===== config.mk =====
export PLATFORM = sky130hd
export DESIGN_NAME = payload_match_collector
export DESIGN_NICKNAME = d
export VERILOG_FILES = /design/src/rtl/payload_engine_pkg.sv /design/src/rtl/lowest_set_encoder.sv /design/src/rtl/payload_match_collector.sv
export SDC_FILE = /design/constraint.sdc
export NUM_CORES = 1
export LEC_CHECK = 0
export BUFFER_PORTS_ARGS = -buffer_cell sky130_fd_sc_hd__buf_2
export CELL_PAD_IN_SITES_DETAIL_PLACEMENT = 0
export CELL_PAD_IN_SITES_GLOBAL_PLACEMENT = 1
export CORE_MARGIN = 2
export CORE_UTILIZATION = 38
export DETAILED_ROUTE_END_ITERATION = 6
export GPL_TIMING_DRIVEN = 0
export PLACE_DENSITY_LB_ADDON = 0.1
export SLEW_MARGIN = 20
export SYNTH_ARGS = -nofsm -noshare
export SYNTH_HDL_FRONTEND = slang
export SYNTH_SLANG_ARGS = --single-unit

===== constraint.sdc =====
create_clock -name clk -period 3.9 [get_ports clk]
set_clock_uncertainty 0.15 [all_clocks]
set_input_delay 0.195 -clock clk [delete_from_list [all_inputs] [get_ports clk]]
set_output_delay 0.195 -clock clk [all_outputs]
set_load 0.02 [all_outputs]

===== src/rtl/payload_engine_pkg.sv =====
`default_nettype none
// ---------------------------------------------------------------------------
// Module   : payload_engine_pkg
// Purpose  : Shared FSM encoding and ID width helper for the match collector.
// Revision : 1.0
// ---------------------------------------------------------------------------
package payload_engine_pkg;

    localparam int c_state_w = 3;

    localparam logic [c_state_w-1:0] c_st_idle   = 3'd0;
    localparam logic [c_state_w-1:0] c_st_active = 3'd1;
    localparam logic [c_state_w-1:0] c_st_settle = 3'd2;
    localparam logic [c_state_w-1:0] c_st_scan   = 3'd3;
    localparam logic [c_state_w-1:0] c_st_done   = 3'd4;

    // Smallest index width able to address n engines (at least 1 bit).
    function automatic int id_width(input int n);
        int w;
        w = 1;
        while ((1 << w) < n) w = w + 1;
        return w;
    endfunction

endpackage
`default_nettype wire


===== src/rtl/lowest_set_encoder.sv =====
`default_nettype none
// ---------------------------------------------------------------------------
// Module   : lowest_set_encoder
// Purpose  : Index of the lowest set bit plus "any" and "exactly one" flags.
// Revision : 1.0
// ---------------------------------------------------------------------------
module lowest_set_encoder #(
    parameter int N_ENG = 16,
    parameter int IDX_W = 4
) (
    input  logic [N_ENG-1:0] i_vec,
    output logic [IDX_W-1:0] o_idx,
    output logic             o_any,
    output logic             o_one_left
);

    always_comb begin
        o_idx = '0;
        // Descending scan so the lowest set bit is the final assignment.
        for (int i = N_ENG - 1; i >= 0; i--) begin
            if (i_vec[i]) o_idx = IDX_W'(i);
        end
    end

    always_comb begin
        o_any      = |i_vec;
        o_one_left = o_any && ((i_vec & (i_vec - {{(N_ENG-1){1'b0}}, 1'b1})) == '0);
    end

endmodule
`default_nettype wire


===== src/rtl/payload_match_collector.sv =====
`default_nettype none
// ---------------------------------------------------------------------------
// Module   : payload_match_collector
// Purpose  : Snapshots sticky engine matches at end of payload and streams
//            the matched engine IDs out, lowest index first.
// Revision : 1.0
// ---------------------------------------------------------------------------
module payload_match_collector
    import payload_engine_pkg::*;
#(
    parameter int N_ENG = 16,
    parameter int ID_W  = 8
) (
    input  logic             clk,
    input  logic             rst,
    input  logic             sod,
    input  logic             en,
    input  logic             eod,
    input  logic [N_ENG-1:0] eng_out,
    output logic             rpt_valid,
    input  logic             rpt_ready,
    output logic [ID_W-1:0]  rpt_id,
    output logic             rpt_last,
    output logic             pkt_done,
    output logic             pkt_match,
    output logic             overrun
);

    localparam int c_idx_w = id_width(N_ENG);

    logic [c_state_w-1:0] r_state;
    logic [c_state_w-1:0] w_state_nx;
    logic [N_ENG-1:0]     r_snap;
    logic                 r_pending;
    logic                 r_dropped;
    logic                 r_overrun;

    logic [c_idx_w-1:0]   w_idx;
    logic                 w_any;
    logic                 w_one_left;
    logic                 w_byte_end;
    logic                 w_busy;
    logic                 w_overrun;
    logic                 w_accept;
    logic                 w_finish;
    logic                 w_pend_keep;

    lowest_set_encoder #(
        .N_ENG (N_ENG),
        .IDX_W (c_idx_w)
    ) u_enc (
        .i_vec      (r_snap),
        .o_idx      (w_idx),
        .o_any      (w_any),
        .o_one_left (w_one_left)
    );

    always_comb begin
        w_byte_end = eod & en;
        w_busy     = (r_state == c_st_settle) || (r_state == c_st_scan);
        // A second packet's end while the first is still reporting is dropped.
        w_overrun  = w_busy & r_pending & w_byte_end;
        w_accept   = (r_state == c_st_scan) & w_any & rpt_ready;
        w_finish   = (r_state == c_st_scan) & (~w_any | (w_accept & w_one_left));
    end

    always_comb begin
        w_pend_keep = 1'b0;
        case (r_state)
            c_st_active: w_pend_keep = sod & w_byte_end;
            c_st_settle,
            c_st_scan:   w_pend_keep = w_overrun ? sod : (r_pending | sod);
            default:     w_pend_keep = 1'b0;
        endcase
    end

    // State register
    always_ff @(posedge clk) begin
        if (rst) r_state <= c_st_idle;
        else     r_state <= w_state_nx;
    end

    // Next-state logic
    always_comb begin
        w_state_nx = r_state;
        case (r_state)
            c_st_idle,
            c_st_done:   if (sod) w_state_nx = c_st_active;
            c_st_active: if (w_byte_end) w_state_nx = c_st_settle;
            c_st_settle: w_state_nx = c_st_scan;
            c_st_scan: begin
                if (w_finish) begin
                    if (w_pend_keep)                w_state_nx = c_st_active;
                    else if (r_dropped | w_overrun) w_state_nx = c_st_idle;
                    else                            w_state_nx = c_st_done;
                end
            end
            default:     w_state_nx = c_st_idle;
        endcase
    end

    always_ff @(posedge clk) begin
        if (rst) begin
            r_snap    <= '0;
            r_pending <= 1'b0;
            r_dropped <= 1'b0;
            r_overrun <= 1'b0;
        end else begin
            r_pending <= w_pend_keep & ~w_finish;
            r_overrun <= w_overrun;
            if (w_finish)       r_dropped <= 1'b0;
            else if (w_overrun) r_dropped <= 1'b1;
            // Engines have one cycle of latency, so sample only in SETTLE.
            if (r_state == c_st_settle) r_snap <= eng_out;
            else if (w_accept)          r_snap <= r_snap & (r_snap - {{(N_ENG-1){1'b0}}, 1'b1});
        end
    end

    // Output logic
    always_comb begin
        rpt_valid = 1'b0;
        rpt_id    = '0;
        rpt_last  = 1'b0;
        pkt_done  = 1'b0;
        pkt_match = 1'b0;
        overrun   = r_overrun & ~rst;
        if (!rst && (r_state == c_st_scan)) begin
            rpt_valid = w_any;
            rpt_id    = w_any ? ID_W'(w_idx) : '0;
            rpt_last  = w_one_left;
            pkt_done  = w_finish;
            pkt_match = w_finish & w_any;
        end
    end

endmodule
`default_nettype wire


**Yosys cells after proc, flatten, opt, wreduce, memory -nomap -nowiden**

Index checks and enable logic that the tools add are counted.

- Word-level logic and storage cells: 75
- Output and inout bits: 13
- Bits of input ports: 22
- Bits in registers: 22

- Reductions and logical operators: 12
- Equality and inequality tests: 7
- Bitwise operators: 18
- Multiplexer cells: 32
- Add/subtract/negate cells: 1

Operators with widths:

| kind | count |
|---|---|
| $mux W4 | 18 |
| $mux W16 | 2 |
| $and A16 B16 Y16 | 1 |
| $logic_not A16 Y1 | 1 |
| $reduce_or A16 Y1 | 1 |
| $sub A16 B1 Y16 const B | 1 |
| $mux W3 | 5 |
| $pmux W3 S4 | 1 |
| $and A1 B1 Y1 | 11 |
| $eq A3 B2 Y1 const B | 2 |
| $ne A2 B2 Y1 const B | 3 |
| $reduce_or A2 Y1 | 3 |
| $mux W1 | 5 |
| $eq A3 B1 Y1 const B | 1 |
| $eq A3 B3 Y1 const B | 1 |
| $logic_not A3 Y1 | 1 |
| $not A1 Y1 | 3 |
| $or A1 B1 Y1 | 3 |
| $reduce_and A3 Y1 | 1 |
| $logic_and A1 B1 Y1 | 2 |
| $pmux W1 S2 | 1 |
| $reduce_bool A2 Y1 | 1 |
| $logic_not A1 Y1 | 1 |
| $logic_or A1 B1 Y1 | 1 |

**Depth between registers and ports, before layout**

- Word-level depth: 18
- Mapped depth: 10
- Depth with buffers taken out: 6

**Hierarchy**

Synthesis repeated with hierarchy kept, for this count alone.

- Cells, all modules: 195
- Area, all modules: 1480.2 um2

By module, submodules not included:

| module | area an instance (um2) | seq. area each (um2) | cells an instance | times used |
|---|---|---|---|---|
| payload_match_collector | 1152.4 | 440.4 | 144 | 1 |
| lowest_set_encoder | 327.8 | 0.0 | 51 | 1 |

**Worst setup path before layout**

OpenSTA, ideal clock, no wires.

- Path kind: flip-flop to output port
- Start: reg r_snap[4]
- End: out pkt_done
- Path buffers: 2
- Arrival: 2665 ps
- Stages on the path, launching flop included: 9
- Slack: 890 ps
- Path through: dfxtp_1 > buf_6 > or4_1 > buf_2 > nor4b_1 > o21ai_1 > or4_4 > or3_1 > a21oi_1

- Word-level cells in the longest chain between the ends: 8
- Elaborated cells between the ends (all ways): 12
- Those cells by class: add/sub: 1; mux: 1; bitwise: 7; reduce/logical: 3

Ends and longest elaborated chain:

| what | RTL line | text |
|---|---|---|
| from (decl) | payload_match_collector.sv:33 | `logic [N_ENG-1:0] r_snap;` |
| from (signal assigned) | payload_match_collector.sv:114 | `if (r_state == c_st_settle) r_snap <= eng_out;` |
| from (signal assigned) | payload_match_collector.sv:115 | `else if (w_accept) r_snap <= r_snap & (r_snap - {{(N_ENG-1){1'b0}}, 1'b1});` |
| $sub A16 B1 Y16 | lowest_set_encoder.sv:27 | `o_one_left = o_any && ((i_vec & (i_vec - {{(N_ENG-1){1'b0}}, 1'b1})) == '0);` |
| $and A16 B16 Y16 | lowest_set_encoder.sv:27 |  |
| $logic_not A16 Y1 | lowest_set_encoder.sv:27 |  |
| $logic_and A1 B1 Y1 | lowest_set_encoder.sv:27 |  |
| $and A1 B1 Y1 | payload_match_collector.sv:64 | `w_finish = (r_state == c_st_scan) & (~w_any \| (w_accept & w_one_left));` |
| $or A1 B1 Y1 * | payload_match_collector.sv:64 |  |
| $and A1 B1 Y1 * | payload_match_collector.sv:64 |  |
| $mux W1 * | payload_match_collector.sv:127 | `if (!rst && (r_state == c_st_scan)) begin` |
| to (decl) | payload_match_collector.sv:24 | `output logic pkt_done,` |

Mark *: on every way between the ends. The rest lies on a longest branch, timed or not.

**Worst setup path in the final report**

- Start: reg r_snap[2]
- End: out pkt_done

The elaborated chain is that of the path after synthesis.

==> flow_summary_export.csv <==
group,metric,value,unit
cts,cts_buffers,3,
timing,grt_setup_unrepaired,"false",
pwr,power.share.combinational,0.343,
timing,period_needed,3474,ps
worst_hold_path,hp-start,"eng_out[2]",
detailed_routing,vias_per_cell,5.543,
place,place_inst,285,
yosys,synth_edf_count,0,
detailed_routing,ant_nets,0,
global_routing,met3_usage,0.02872,
floorplanning,core_area,3716,µm²
worst_hold_path,holdPathStages,3,
cts,root_buffer,"clkbuf_8",
cells_and_area,post-route-util,0.4737,
detailed_routing,num_vias,1602,
pwr,clkPwrFrac,0.263,
cells_and_area,n_antenna_cell,0,
pwr,p_switching,0.2165,mW
timing,fmax,287.9,MHz
global_routing,grt_max_degree,13,
critical_path,path_class,"register to output port",
pwr,p_int,0.4223,mW
yosys,ys_seq_elements,22,
timing,slew_violations,0,
timing,post-route-period-util,0.8907,
critical_path,r2r_end,"r_snap[1]",
floorplanning,die_w,66.49,µm
critical_path,reg2reg_from,"r_snap[9]",
global_routing,grt_use_met1,0.2862,
critical_path,crit_chain,"clkbuf_1, or4_1, buf_2, nor4b_1, o21ai_1, or4_4, or3_1, a21oi_1, buf_2",
yosys,yosysWarnings,0,
critical_path,startpoint_type,"register",
yosys,yosysUniqueCellTypes,51,
yosys,syn_avg_cell_area,7.274,µm²
floorplanning,die_area,4421,µm²
yosys,syn_inst,204,
floorplanning,initial_utilization,0.3993,
status,status,"finished, final reports clean",
pwr,p_leak,0.7317,nW
floorplanning,die_h,66.49,µm
cts,cts_setup_buffers,0,
yosys,ys_seq_area_frac,0.2968,
yosys,synth_most_common_cell,"nor2_1",
global_routing,grt_pass1_vias,1383,
cts,clkSinkCount,22,
critical_path,cp_common_cell,"buf_2",
yosys,synthArstFlopShare,0,
cts,cts.repair.resized,0,
yosys,synth_area,1484,µm²
worst_hold_path,hold_path_end,"r_snap[2]",
global_routing,antenna_found_initial,0,
yosys,synth_flop_cell,"dfxtp_1",
global_routing,grt-ovfl-total,0,
cells_and_area,final_nets,264,
critical_path,cp_max_fo,9,
timing,finalSetupTns,0,ps
timing,max-slew-margin-rel,0.5488,
cts,clkTransAtPathRegs,80,ps
timing,setup_violations,0,
cts,h-tree-depth,1,
worst_hold_path,hold_class,"input port to register",
place,io_buffers,30,
detailed_routing,dr.pass1.iters,4,
cells_and_area,layoutNonFillerInstCount,289,
run,drv_cap,0,
cts,tritoncts,"built",
critical_path,arrival,3130,ps
yosys,synth.top_cells.by_count,"nor2_1, dfxtp_1, nand2_1, a21oi_1",
floorplanning,core.rowCount,22,
detailed_routing,wl,4002,µm
pwr,power.share.sequential,0.394,
cells_and_area,drive_gt1_frac,0.2075,
critical_path,slowest_delay,550,ps
global_routing,grt_pass1_wl,6575,µm
cells_and_area,area_growth,18.63,%
place,dp_hpwl,3071,µm
cts,clk_path_buf_depth,2,
detailed_routing,drc,0,
cts,clock_latency,270,ps
cts,postCtsHoldBufs,0,
timing,tightestPinTransition,674.3,ps
place,gp_congestion,0.7928,
detailed_routing,drt_iter0_markers,95,
yosys,yosysTopAreaCellShare,0.2968,
global_routing,grt_util_met2,0.2900,
critical_path,crit_slowest_cell,"or4_4",
yosys,synth_area_leader_cell,"dfxtp_1",
detailed_routing,wl_per_cell,13.85,µm
critical_path,cp_data_required_time,3560,ps
yosys,synthTopCellsByArea,"dfxtp_1, nor2_1, nand2_1",
critical_path,crit_start,"r_snap[2]",
global_routing,grt_busiest_layer,"met2",
global_routing,grtUsageTotal,0.1935,
floorplanning,io-pin-count,35,
pwr,netSwitchingFraction,0.3389,
timing,hold_viol,0,
critical_path,ff2ff_path_depth,9,
pwr,cellPowerDensity,362.9,nW/µm²
pwr,peakVddDrop,0.0001517,V
critical_path,r2r_slack,870,ps
critical_path,end_kind,"output port",
## flip-flops by register name, indices dropped and copies added (netlist names)
| name | count |
|---|---|
| r_dropped | 1 |
| r_snap | 16 |
| r_pending | 1 |
| r_state | 3 |
| r_overrun | 1 |
## critical path, delay by kind of cell (launching register included)
kind                   cells  cell delay [ps]
AND/OR/NAND/NOR            4             1680
flip-flops                 1              310
buffers and inverters      3              560
AO/OA/AOI/OAI              2              310
## power by group through the flow
stage	logic [mW]	clock network [mW]	registers, mW
after floorplan	0.165	0	0.253
after global placement	0.214	0	0.256
after detailed placement	0.216	0	0.257
after CTS	0.217	0.172	0.252
after global routing	0.245	0.180	0.254
final	0.219	0.168	0.252
## final cells by class
class / count / area, µm²
buffer: 18 / 102.6
clock buffer: 4 / 55.05
fill: 408 / 1956
inverter: 6 / 22.52
multi-input combinational: 161 / 929.6
sequential: 22 / 440.4
tap: 48 / 60.06
timing repair buffer: 30 / 150.1
## worst max path at each step
stage / endpoint / cells after the start
after floorplan: pkt_done / 8
after global placement: pkt_done / 8
after detailed placement: pkt_done / 8
after CTS: pkt_done / 8
after global routing: pkt_done / 9
final: pkt_done / 9
## routing by layer
metal,vias to the layer above,share of wire
li1,824,-
met5,-,0
met1,738,0.52
met3,4,0.039
met2,36,0.44
met4,0,0.0085
## cells by family (layout without fill, tap and decap cells)
logic type	count (synthesis)	after routing	synth area share
muxes	4	4	0.02867
other	1	4	0.002527
and+or+nand+nor	101	101	0.3525
adders and majority gates	1	1	0.006746
buffers and inverters	24	58	0.08431
AOI/OAI and AO/OA	51	51	0.2285
DFF	22	22	0.2968
## metrics by stage
step	power, mW	instance area [µm²]	hold slack (ps)	worst slack [ps]
2_1_floorplan	0.4181	1495	181.0	889.8
3_3_place_gp	0.4704	1705	281.0	748.0
3_5_place_dp	0.4730	1705	294.5	724.4
4_1_cts	0.6412	1760	5.086	417.8
5_1_grt	0.6787	1760	11.31	245.5
6_report	0.6389	1760	8.041	426.1
## placed cells by master (no fill, tap or decap), types with 2 or more instances in the layout
| cell | count |
|---|---|
| buf_4 | 4 |
| nor3b_1 | 2 |
| dfxtp_1 | 22 |
| conb_1 | 4 |
| buf_2 | 33 |
| nor3_1 | 8 |
| or4_1 | 5 |
| clkbuf_8 | 4 |
| nand2_1 | 20 |
| or2_2 | 2 |
| mux2_2 | 2 |
| a2111oi_0 | 2 |
| a21o_1 | 2 |
| nor2_1 | 30 |
| or3_1 | 3 |
| a211oi_1 | 2 |
| nand2b_1 | 3 |
| o211ai_1 | 4 |
| nor4b_1 | 3 |
| nand4_1 | 2 |
| inv_1 | 6 |
| and2_1 | 2 |
| nor2b_1 | 3 |
| clkbuf_1 | 8 |
| buf_6 | 2 |
| a21oi_1 | 14 |
| o31ai_1 | 3 |
| a22oi_1 | 2 |
| nand3_1 | 6 |
| a31oi_1 | 4 |
| nor4_1 | 6 |
| o21ai_0 | 7 |
| mux2i_1 | 2 |
Note: power is estimated with default switching activity, not from simulation.
